<file path="src/rtl/dcache_pkg.sv">
// Shared types and constants for the direct-mapped write-back data cache.
package dcache_pkg;

  typedef enum logic [1:0] {
    IDLE      = 2'd0,
    WRITEBACK = 2'd1,
    ALLOCATE  = 2'd2
  } state_t;

  localparam int BLOCK_W         = 128;
  localparam int WORDS_PER_BLOCK = 4;
  localparam int WORD_W          = 32;
  localparam int OFF_W           = 2;
  localparam int MEM_ADDR_W      = 28;

  typedef logic [WORDS_PER_BLOCK-1:0][WORD_W-1:0] block_t;

endpackage

</file>
<file path="src/rtl/dcache_line_store.sv">
// Line storage for dcache_ctrl: valid/dirty/tag/data arrays with a combinational
// read port, a single-word write port and a whole-block fill port, all at one index.
module dcache_line_store
  import dcache_pkg::*;
#(
  parameter int NUM_BLOCKS = 8,
  parameter int IDX_W      = $clog2(NUM_BLOCKS),
  parameter int TAG_W      = MEM_ADDR_W - IDX_W
) (
  input  logic              clk,
  input  logic              rst_n,
  input  logic [IDX_W-1:0]  idx,
  output logic              rd_valid,
  output logic              rd_dirty,
  output logic [TAG_W-1:0]  rd_tag,
  output block_t            rd_data,
  input  logic              wr_en,
  input  logic [OFF_W-1:0]  wr_off,
  input  logic [WORD_W-1:0] wr_word,
  input  logic              fill_en,
  input  logic [TAG_W-1:0]  fill_tag,
  input  block_t            fill_data,
  input  logic              clean_en
);

  logic [NUM_BLOCKS-1:0] valid;
  logic [NUM_BLOCKS-1:0] dirty;
  logic [TAG_W-1:0]      tags  [NUM_BLOCKS];
  block_t                blocks[NUM_BLOCKS];

  assign rd_valid = valid[idx];
  assign rd_dirty = dirty[idx];
  assign rd_tag   = tags[idx];
  assign rd_data  = blocks[idx];

  always_ff @(posedge clk or negedge rst_n) begin
    if (!rst_n) begin
      valid <= '0;
      dirty <= '0;
    end else if (fill_en) begin
      valid[idx] <= 1'b1;
      dirty[idx] <= 1'b0;
    end else if (wr_en) begin
      dirty[idx] <= 1'b1;
    end else if (clean_en) begin
      dirty[idx] <= 1'b0;
    end
  end

  // Tag and data contents are meaningless until the valid bit is set, so no reset.
  always_ff @(posedge clk) begin
    if (fill_en) begin
      tags[idx]   <= fill_tag;
      blocks[idx] <= fill_data;
    end else if (wr_en) begin
      blocks[idx][wr_off] <= wr_word;
    end
  end

endmodule

</file>
<file path="src/rtl/dcache_ctrl.sv">
// Direct-mapped write-back, write-allocate data cache controller for the MEM stage.
// Optional DCACHE_PERF_CNT_EN adds saturating hit_cnt/miss_cnt outputs.
module dcache_ctrl
  import dcache_pkg::*;
#(
  parameter int NUM_BLOCKS = 8
) (
  input  logic                  clk,
  input  logic                  rst_n,
  input  logic                  proc_read,
  input  logic                  proc_write,
  input  logic [29:0]           proc_addr,
  input  logic [WORD_W-1:0]     proc_wdata,
  output logic [WORD_W-1:0]     proc_rdata,
  output logic                  proc_stall,
  output logic                  mem_read,
  output logic                  mem_write,
  output logic [MEM_ADDR_W-1:0] mem_addr,
  output logic [BLOCK_W-1:0]    mem_wdata,
  input  logic [BLOCK_W-1:0]    mem_rdata,
  input  logic                  mem_ready
`ifdef DCACHE_PERF_CNT_EN
  ,
  output logic [31:0]           hit_cnt,
  output logic [31:0]           miss_cnt
`endif
);

  localparam int IDX_W = $clog2(NUM_BLOCKS);
  localparam int TAG_W = MEM_ADDR_W - IDX_W;

  state_t state, state_nxt;

  logic [OFF_W-1:0] offset;
  logic [IDX_W-1:0] index;
  logic [TAG_W-1:0] tag;
  logic             req;
  logic             hit;
  logic             line_valid;
  logic             line_dirty;
  logic [TAG_W-1:0] line_tag;
  block_t           line_data;
  logic             wr_en;
  logic             fill_en;
  logic             clean_en;

  assign offset = proc_addr[OFF_W-1:0];
  assign index  = proc_addr[IDX_W+1:2];
  assign tag    = proc_addr[29:IDX_W+2];
  assign req    = proc_read | proc_write;
  assign hit    = req & line_valid & (line_tag == tag);

  dcache_line_store #(
    .NUM_BLOCKS(NUM_BLOCKS)
  ) u_line_store (
    .clk      (clk),
    .rst_n    (rst_n),
    .idx      (index),
    .rd_valid (line_valid),
    .rd_dirty (line_dirty),
    .rd_tag   (line_tag),
    .rd_data  (line_data),
    .wr_en    (wr_en),
    .wr_off   (offset),
    .wr_word  (proc_wdata),
    .fill_en  (fill_en),
    .fill_tag (tag),
    .fill_data(mem_rdata),
    .clean_en (clean_en)
  );

  always_ff @(posedge clk or negedge rst_n) begin
    if (!rst_n) state <= IDLE;
    else        state <= state_nxt;
  end

  // The request is held by the stalled pipeline, so the index and address come
  // straight from proc_addr in every state rather than from a latched copy.
  always_comb begin
    state_nxt  = state;
    proc_stall = 1'b0;
    proc_rdata = '0;
    mem_read   = 1'b0;
    mem_write  = 1'b0;
    mem_addr   = '0;
    mem_wdata  = '0;
    wr_en      = 1'b0;
    fill_en    = 1'b0;
    clean_en   = 1'b0;
    case (state)
      IDLE: begin
        proc_stall = req & ~hit;
        wr_en      = proc_write & hit;
        if (proc_read && hit) proc_rdata = line_data[offset];
        if (req && !hit) state_nxt = (line_valid && line_dirty) ? WRITEBACK : ALLOCATE;
      end
      WRITEBACK: begin
        proc_stall = 1'b1;
        mem_write  = 1'b1;
        mem_addr   = {line_tag, index};
        mem_wdata  = line_data;
        if (mem_ready) begin
          clean_en  = 1'b1;
          state_nxt = ALLOCATE;
        end
      end
      ALLOCATE: begin
        proc_stall = 1'b1;
        mem_read   = 1'b1;
        mem_addr   = proc_addr[29:2];
        if (mem_ready) begin
          fill_en   = 1'b1;
          state_nxt = IDLE;
        end
      end
      default: state_nxt = IDLE;
    endcase
  end

`ifdef DCACHE_PERF_CNT_EN
  always_ff @(posedge clk or negedge rst_n) begin
    if (!rst_n) begin
      hit_cnt  <= '0;
      miss_cnt <= '0;
    end else if (state == IDLE) begin
      if (hit && hit_cnt != 32'hFFFF_FFFF)               hit_cnt  <= hit_cnt + 32'd1;
      if (req && !hit && miss_cnt != 32'hFFFF_FFFF)      miss_cnt <= miss_cnt + 32'd1;
    end
  end
`endif

endmodule

</file>
<file path="config.mk">
export PLATFORM = sky130hd
export DESIGN_NAME = dcache_ctrl
export DESIGN_NICKNAME = d
export VERILOG_FILES = /design/src/rtl/dcache_pkg.sv /design/src/rtl/dcache_line_store.sv /design/src/rtl/dcache_ctrl.sv
export SDC_FILE = /design/constraint.sdc
export NUM_CORES = 1
export LEC_CHECK = 0
export ABC_CLOCK_PERIOD_IN_PS = 6330
export CORE_ASPECT_RATIO = 1.4
export CORE_MARGIN = 1.5
export CORE_UTILIZATION = 45
export CTS_BUF_LIST = sky130_fd_sc_hd__clkbuf_8
export CTS_CLUSTER_DIAMETER = 100
export DETAILED_ROUTE_END_ITERATION = 16
export GPL_ROUTABILITY_DRIVEN = 0
export PLACE_DENSITY = 0.75
export SETUP_SLACK_MARGIN = 0.02
export SLEW_MARGIN = 20
export SYNTH_ARGS = -nofsm -noshare
export SYNTH_HDL_FRONTEND = slang
export SYNTH_SLANG_ARGS = --single-unit
</file>
<file path="constraint.sdc">
create_clock -name clk -period 6.33 [get_ports clk]
set_input_delay 1.266 -clock clk [delete_from_list [all_inputs] [get_ports clk]]
set_output_delay 1.266 -clock clk [all_outputs]
set_load 0.02 [all_outputs]
</file>
### Word level (Yosys, flattened, before mapping)

Memories as Yosys holds them, arrays and structs flattened.
Index checks and enable logic that the tools add are counted.

* memories kept: 2
* input bits: 195
* bits in writable memories: 1224
* word-level logic and storage cells: 325
* register bits: 18

Memories
* u_line_store.blocks: depth 8, bits a word 128, read ports 1, clocked after Yosys merged registers in 0, write ports 1, RTL line dcache_line_store.sv:29 `block_t blocks[NUM_BLOCKS];`
* u_line_store.tags: depth 8, bits a word 25, read ports 1, clocked after Yosys merged registers in 0, write ports 1, RTL line dcache_line_store.sv:28 `logic [TAG_W-1:0] tags [NUM_BLOCKS];`

* muxes and demuxes: 162
* order comparisons: 4
* reductions and logical operators: 10
* bitwise logic cells: 138
* equal/unequal tests: 6

Operator list (number)
* 128-bit 2-to-1 mux: 2
* 1-bit 2-to-1 mux: 141
* 1-bit OR: 129
* 32-bit 2-to-1 mux: 4
* 32-bit binary-select mux with 2-bit select: 1
* 32-bit demux with 2-bit select: 1
* 28-bit case mux with 2 select lines: 1
* 25-bit == test: 1
* 8-bit 2-to-1 mux: 3
* 8-bit OR: 2
* 8-bit bitwise AND: 1
* 2-bit 2-to-1 mux: 4
* 8-bit NOT: 1
* 1-bit binary-select mux with 3-bit select: 2
* 2-bit != test, second input constant: 3
* 2-bit case mux with 3 select lines: 1
* 1-bit logical AND: 5
* 1-bit bitwise AND: 4
* 3-bit by 4-bit less-than comparator with 1-bit output, second input constant: 1
* 1-bit demux with 3-bit select: 1
* 3-bit by 1-bit greater-or-equal comparator with 1-bit output, second input constant: 1
* 2-bit by 3-bit less-than comparator with 1-bit output, second input constant: 1
* 3-bit AND reduction: 1
* 3-bit nonzero test: 1
* 8 further kinds: 8

### Longest topological paths before layout

* depth after elaboration: 10
* mapped depth: 16
* depth with buffers taken out: 8

### Hierarchy

A second synthesis with hierarchy kept.

* cells, all modules: 2364
* area, all modules: 50976.4 µm²

Modules (own cells, without submodules)
* dcache_line_store: cells an instance 2024, seq. area each 37155.6 µm², instances 1, area an instance 48287.6 µm²
* dcache_ctrl: cells an instance 340, seq. area each 50.0 µm², instances 1, area an instance 2688.8 µm²

### Least setup slack after synthesis

OpenSTA, ideal clock, no wires.

* path type: input -> register
* start: in proc_addr[4]
* end: mem u_line_store.blocks[0][100] (netlist name) (enable)
* cell stages on the path: 13
* path slack: 0.370 ns
* data arrival time: 5.528 ns
* buffers on the path: 5
* cells stage by stage: buf_2 > buf_2 > buf_2 > mux2i_1 > o32ai_1 > a31o_2 > or3_1 > a2111o_1 > nor4_4 > buf_4 > nand3_2 > buf_2 > a21oi_1

* cells in the longest elaborated chain, start to end: 10
* elaborated cells between the ends (all ways): 12
* those cells by class: 1 x eq/ne; 6 x mux; 4 x bitwise; 1 x memory

RTL lines
* start, declared: RTL line dcache_ctrl.sv:12 `input logic [29:0] proc_addr,`
* parallel branches: the longest is 10 deep, another holds memory 8 x 25 bit
* end, declared: RTL line dcache_line_store.sv:29

Several ways; the timed one is not identified. The select of a mux whose other input is x is not followed.

### Worst setup path after layout

* start: in proc_addr[2]
* end: out proc_rdata[17]

* cells in the longest elaborated chain, start to end: 7
* elaborated cells between the ends (all ways): 12
* those cells by class: 1 x eq/ne; 6 x mux; 2 x bitwise; 1 x reduce/logical; 2 x memory

RTL lines
* parallel branches: the longest is 5 deep, another holds memory 8 x 25 bit
* 32-bit 2-to-1 mux (*): RTL line dcache_ctrl.sv:94 `if (proc_read && hit) proc_rdata = line_data[offset];`
* 32-bit 2-to-1 mux (*): RTL line dcache_ctrl.sv:90 `case (state)`
* end, declared: RTL line dcache_ctrl.sv:14 `output logic [WORD_W-1:0] proc_rdata,`

Mark *: on every way between the ends. The select of a mux whose other input is x is not followed.

==> flow_summary_export.csv <==
group,metric,value,unit
detailed_routing,drt_pass1_iterations,7,
global_route,grt.total_usage,28.0,%
placed_design,dpl.hpwl,104,mm
setup_path,worstSetupPathType,"in -> out",
clock_network,htreeDepth,4,
finish,fin_cells,5091,
yosys,synth_ff_type,"edfxtp_1",
detailed_routing,first_iter_violations,4793,
setup_path,cp-end-kind,"primary output",
sta,fin_crit,5930,ps
sta,max_freq,0.168,GHz
power_and_ir_drop,ir_drop,179,µV
sta,drv_slew,0,
detailed_routing,drt-vias-per-instance,6.31,
floorplanning,dieArea,112000,µm²
detailed_routing,drc,0,
yosys,synth.distinct_cells,61,
sta,setup_viol,0,
setup_path,path_buf_inv,6,
floorplanning,dieHeight,395,µm
clock_network,clkTransAtPathRegs,60,ps
clock_network,cts_tree,"done",
status,status,"complete, no violations",
setup_path,crit_arrival,4670,ps
sta,setup_tns,0,ps
sta,period_share,93.8,%
yosys,yosysSeqAreaShare,75.4,%
clock_network,postCtsSetupBuffers,0,
floorplanning,start_util,45.5,%
setup_path,slowest_stage,"or4b_2",
finish,area_delta_synth_final,22.7,%
global_route,grt_overflow,0,
setup_path,worstPathCellList,"buf_6 -> buf_12 -> nor2_1 -> buf_4 -> a22oi_1 -> a21boi_0 -> nor4_1 -> buf_4 -> nand4_1 -> a2111oi_2 -> or4b_2 -> buf_12 -> nor2_1 -> dlymetal6s2s_1",
clock_network,cts_max_path_buffers,3,
setup_path,critPathMaxFanout,32,
detailed_routing,wl,160,mm
finish,drive_above_1_share,21.2,%
sta,worst_slack,395,ps
floorplanning,design.core.area,109000,µm²
yosys,ys_ff_latch,1242,
clock_network,cts_sinks,1242,
global_route,antenna_found_initial,14,
power_and_ir_drop,p_total,18.2,mW
clock_network,cts_root_buf,"clkbuf_8",
yosys,syn_nets,3086,
sta,rsz0062_at_grt,"no",
placed_design,place_inst,4768,
placed_design,preCtsSetupSlack,-52.9,ps
setup_path,max_stage_delay,660,ps
detailed_routing,route.antenna.remaining_nets,0,
detailed_routing,wl_per_cell,31.4,µm
finish,ff_latch_area,37200,µm²
sta,worstMarginPinSlew,984,ps
sta,relSlewSlack,34.4,%
clock_network,insertion_delay,900,ps
clock_network,hold_buffers,0,
floorplanning,pin_count,386,
power_and_ir_drop,p_per_area,300,nW/µm²
floorplanning,row_count,143,
power_and_ir_drop,p_leak,20.3,nW
yosys,synth_warnings,0,
yosys,synth_cells,2887,
sta,timing.clock.skew,72.8,ps
yosys,synth_edf_count,1224,
setup_path,cp-start-kind,"primary input",
sta,fin_hold_ws,467,ps
finish,fillers,8214,
finish,multiInputGateArea,11800,µm²
setup_path,cp.required,5060,ps
yosys,syn_area,49400,µm²
run,maxCapViolCount,0,
yosys,synth_area_per_cell,17.1,µm²
placed_design,io_buffers,385,
floorplanning,die_w,283,µm
clock_network,cts_made_buffers,175,
yosys,ys_async_sr_fraction,1.45,%
global_route,grt_pass1_wl,223,mm
sta,hold_viol,0,
global_route,grt_pass1_vias,31200,
detailed_routing,via_count,32100,
setup_path,crit_family,"simple AND/OR/NAND/NOR gates",
hold_path,hold_path.class,"reg -> reg",
global_route,grt_max_degree,68,
finish,nets,3694,
## sequential cells by signal (all words and copies together), names as in the netlist, named ones only
| register | flops |
|---|---|
| state | 2 |
| u_line_store.blocks | 1024 |
| u_line_store.tags | 200 |
| u_line_store.valid | 8 |
## metrics by stage
stage	utilization, %	instance area [µm²]
6_report	55.8	60600
3_3_place_gp	52.6	57100
3_5_place_dp	52.6	57100
5_1_grt	55.8	60600
2_1_floorplan	-	49400
4_1_cts	55.7	60500
## synth_stat cells, drive strengths merged (10+ instances only)
master | count | area, µm²
nor2 | 176 | 661
a221oi | 70 | 613
mux2 | 172 | 1940
nor3 | 11 | 55.1
mux2i | 93 | 931
nand3 | 12 | 65.1
and4 | 42 | 368
or2 | 11 | 68.8
buf | 62 | 294
o21ai | 52 | 260
nor2b | 24 | 150
inv | 18 | 67.6
mux4 | 51 | 1150
and2 | 25 | 156
edfxtp | 1224 | 36800
and3 | 58 | 363
nand2 | 61 | 229
a221o | 11 | 110
a21oi | 85 | 425
clkbuf | 131 | 492
a22o | 54 | 473
a22oi | 295 | 2210
a222oi | 31 | 310
dfrtp | 18 | 450
nand2b | 10 | 62.6
## worst paths after layout
check,start,end,slack [ps],cells after the start
max,proc_addr[2],proc_rdata[17],400,14
min,u_line_store.valid[5]$_DFFE_PN0P_,u_line_store.valid[5]$_DFFE_PN0P_,470,1
max reg2reg,u_line_store.tags[7][16]$_DFFE_PP_,u_line_store.blocks[3][115]$_DFFE_PP_,1790,11
min reg2reg,u_line_store.valid[5]$_DFFE_PN0P_,u_line_store.valid[5]$_DFFE_PN0P_,470,1
max in group asynchronous,rst_n,state[1]$_DFFE_PN0P_,4890,1
min in group asynchronous,rst_n,u_line_store.valid[7]$_DFFE_PN0P_,880,1
## report_power, final
group,total (mW),internal [mW],switching [mW],leakage [nW]
registers,9.46,9.38,0.0820,11.2
clock network,6.03,2.95,3.08,1.90
logic,2.67,1.00,1.67,7.17
## layout make-up
class	instances	share of cell area (%)
diodes	7	0.0289
clock buffers	177	4.02
clock inverters	139	1.52
inverters	19	0.122
multi-input cells	1433	19.4
flip-flops and latches	1242	61.4
well taps	1450	2.99
repair buffers	624	10.5
## cells in the final DEF (no fill, tap or decap), drive strengths merged, types with 32 or more instances in the layout
| master | Yosys | routed |
|---|---|---|
| inv | 18 | 73 |
| clkdlybuf4s50 | 0 | 344 |
| and3 | 58 | 58 |
| mux2i | 93 | 93 |
| mux2 | 172 | 172 |
| a22oi | 295 | 295 |
| nor2 | 176 | 176 |
| clkbuf | 131 | 177 |
| a21oi | 85 | 85 |
| nand2 | 61 | 61 |
| o21ai | 52 | 52 |
| a221oi | 70 | 70 |
| a22o | 54 | 54 |
| edfxtp | 1224 | 1224 |
| clkinv | 1 | 77 |
| and4 | 42 | 42 |
| mux4 | 51 | 51 |
| dlymetal6s2s | 0 | 32 |
| buf | 62 | 248 |
## logic make-up (layout without fill, tap and decap cells)
| logic type | after synthesis | in the layout | share of synthesized area [%] |
|---|---|---|---|
| flops | 1242 | 1242 | 75.4 |
| compound gates | 639 | 639 | 9.55 |
| simple gates | 464 | 464 | 4.94 |
| mux | 316 | 316 | 8.14 |
| buf+inv | 212 | 959 | 1.74 |
| xor+xnor | 10 | 10 | 0.177 |
| fa+ha+maj | 4 | 4 | 0.101 |
| other cells | 0 | 7 | 0 |
## worst reg2reg max path, stage by stage (launching register included)
cell	delay, ps
edfxtp_1	360
mux4_2	470
mux2_2	300
xnor2_1	320
nand3_1	140
or4b_1	550
buf_4	180
nor4_4	290
buf_4	280
nand3_4	450
a21oi_4	360
buf_4	450
## routing by layer
metal | vias up | share of wire [%] | global-route usage, %
met3 | 458 | 13 | 6.57
met4 | 12 | 5.4 | 14.8
li1 | 13000 | - | -
met5 | - | 0.046 | 0
met1 | 15900 | 34 | 35.6
met2 | 2710 | 47 | 44.9
## what timing repair did
item / 4_1_cts / 5_1_grt
setup endpoints to repair: 26 / 32
pin swaps: 0 / 1
resized for setup: 3 / 34
No activity file was read; power rests on OpenSTA's default activity.
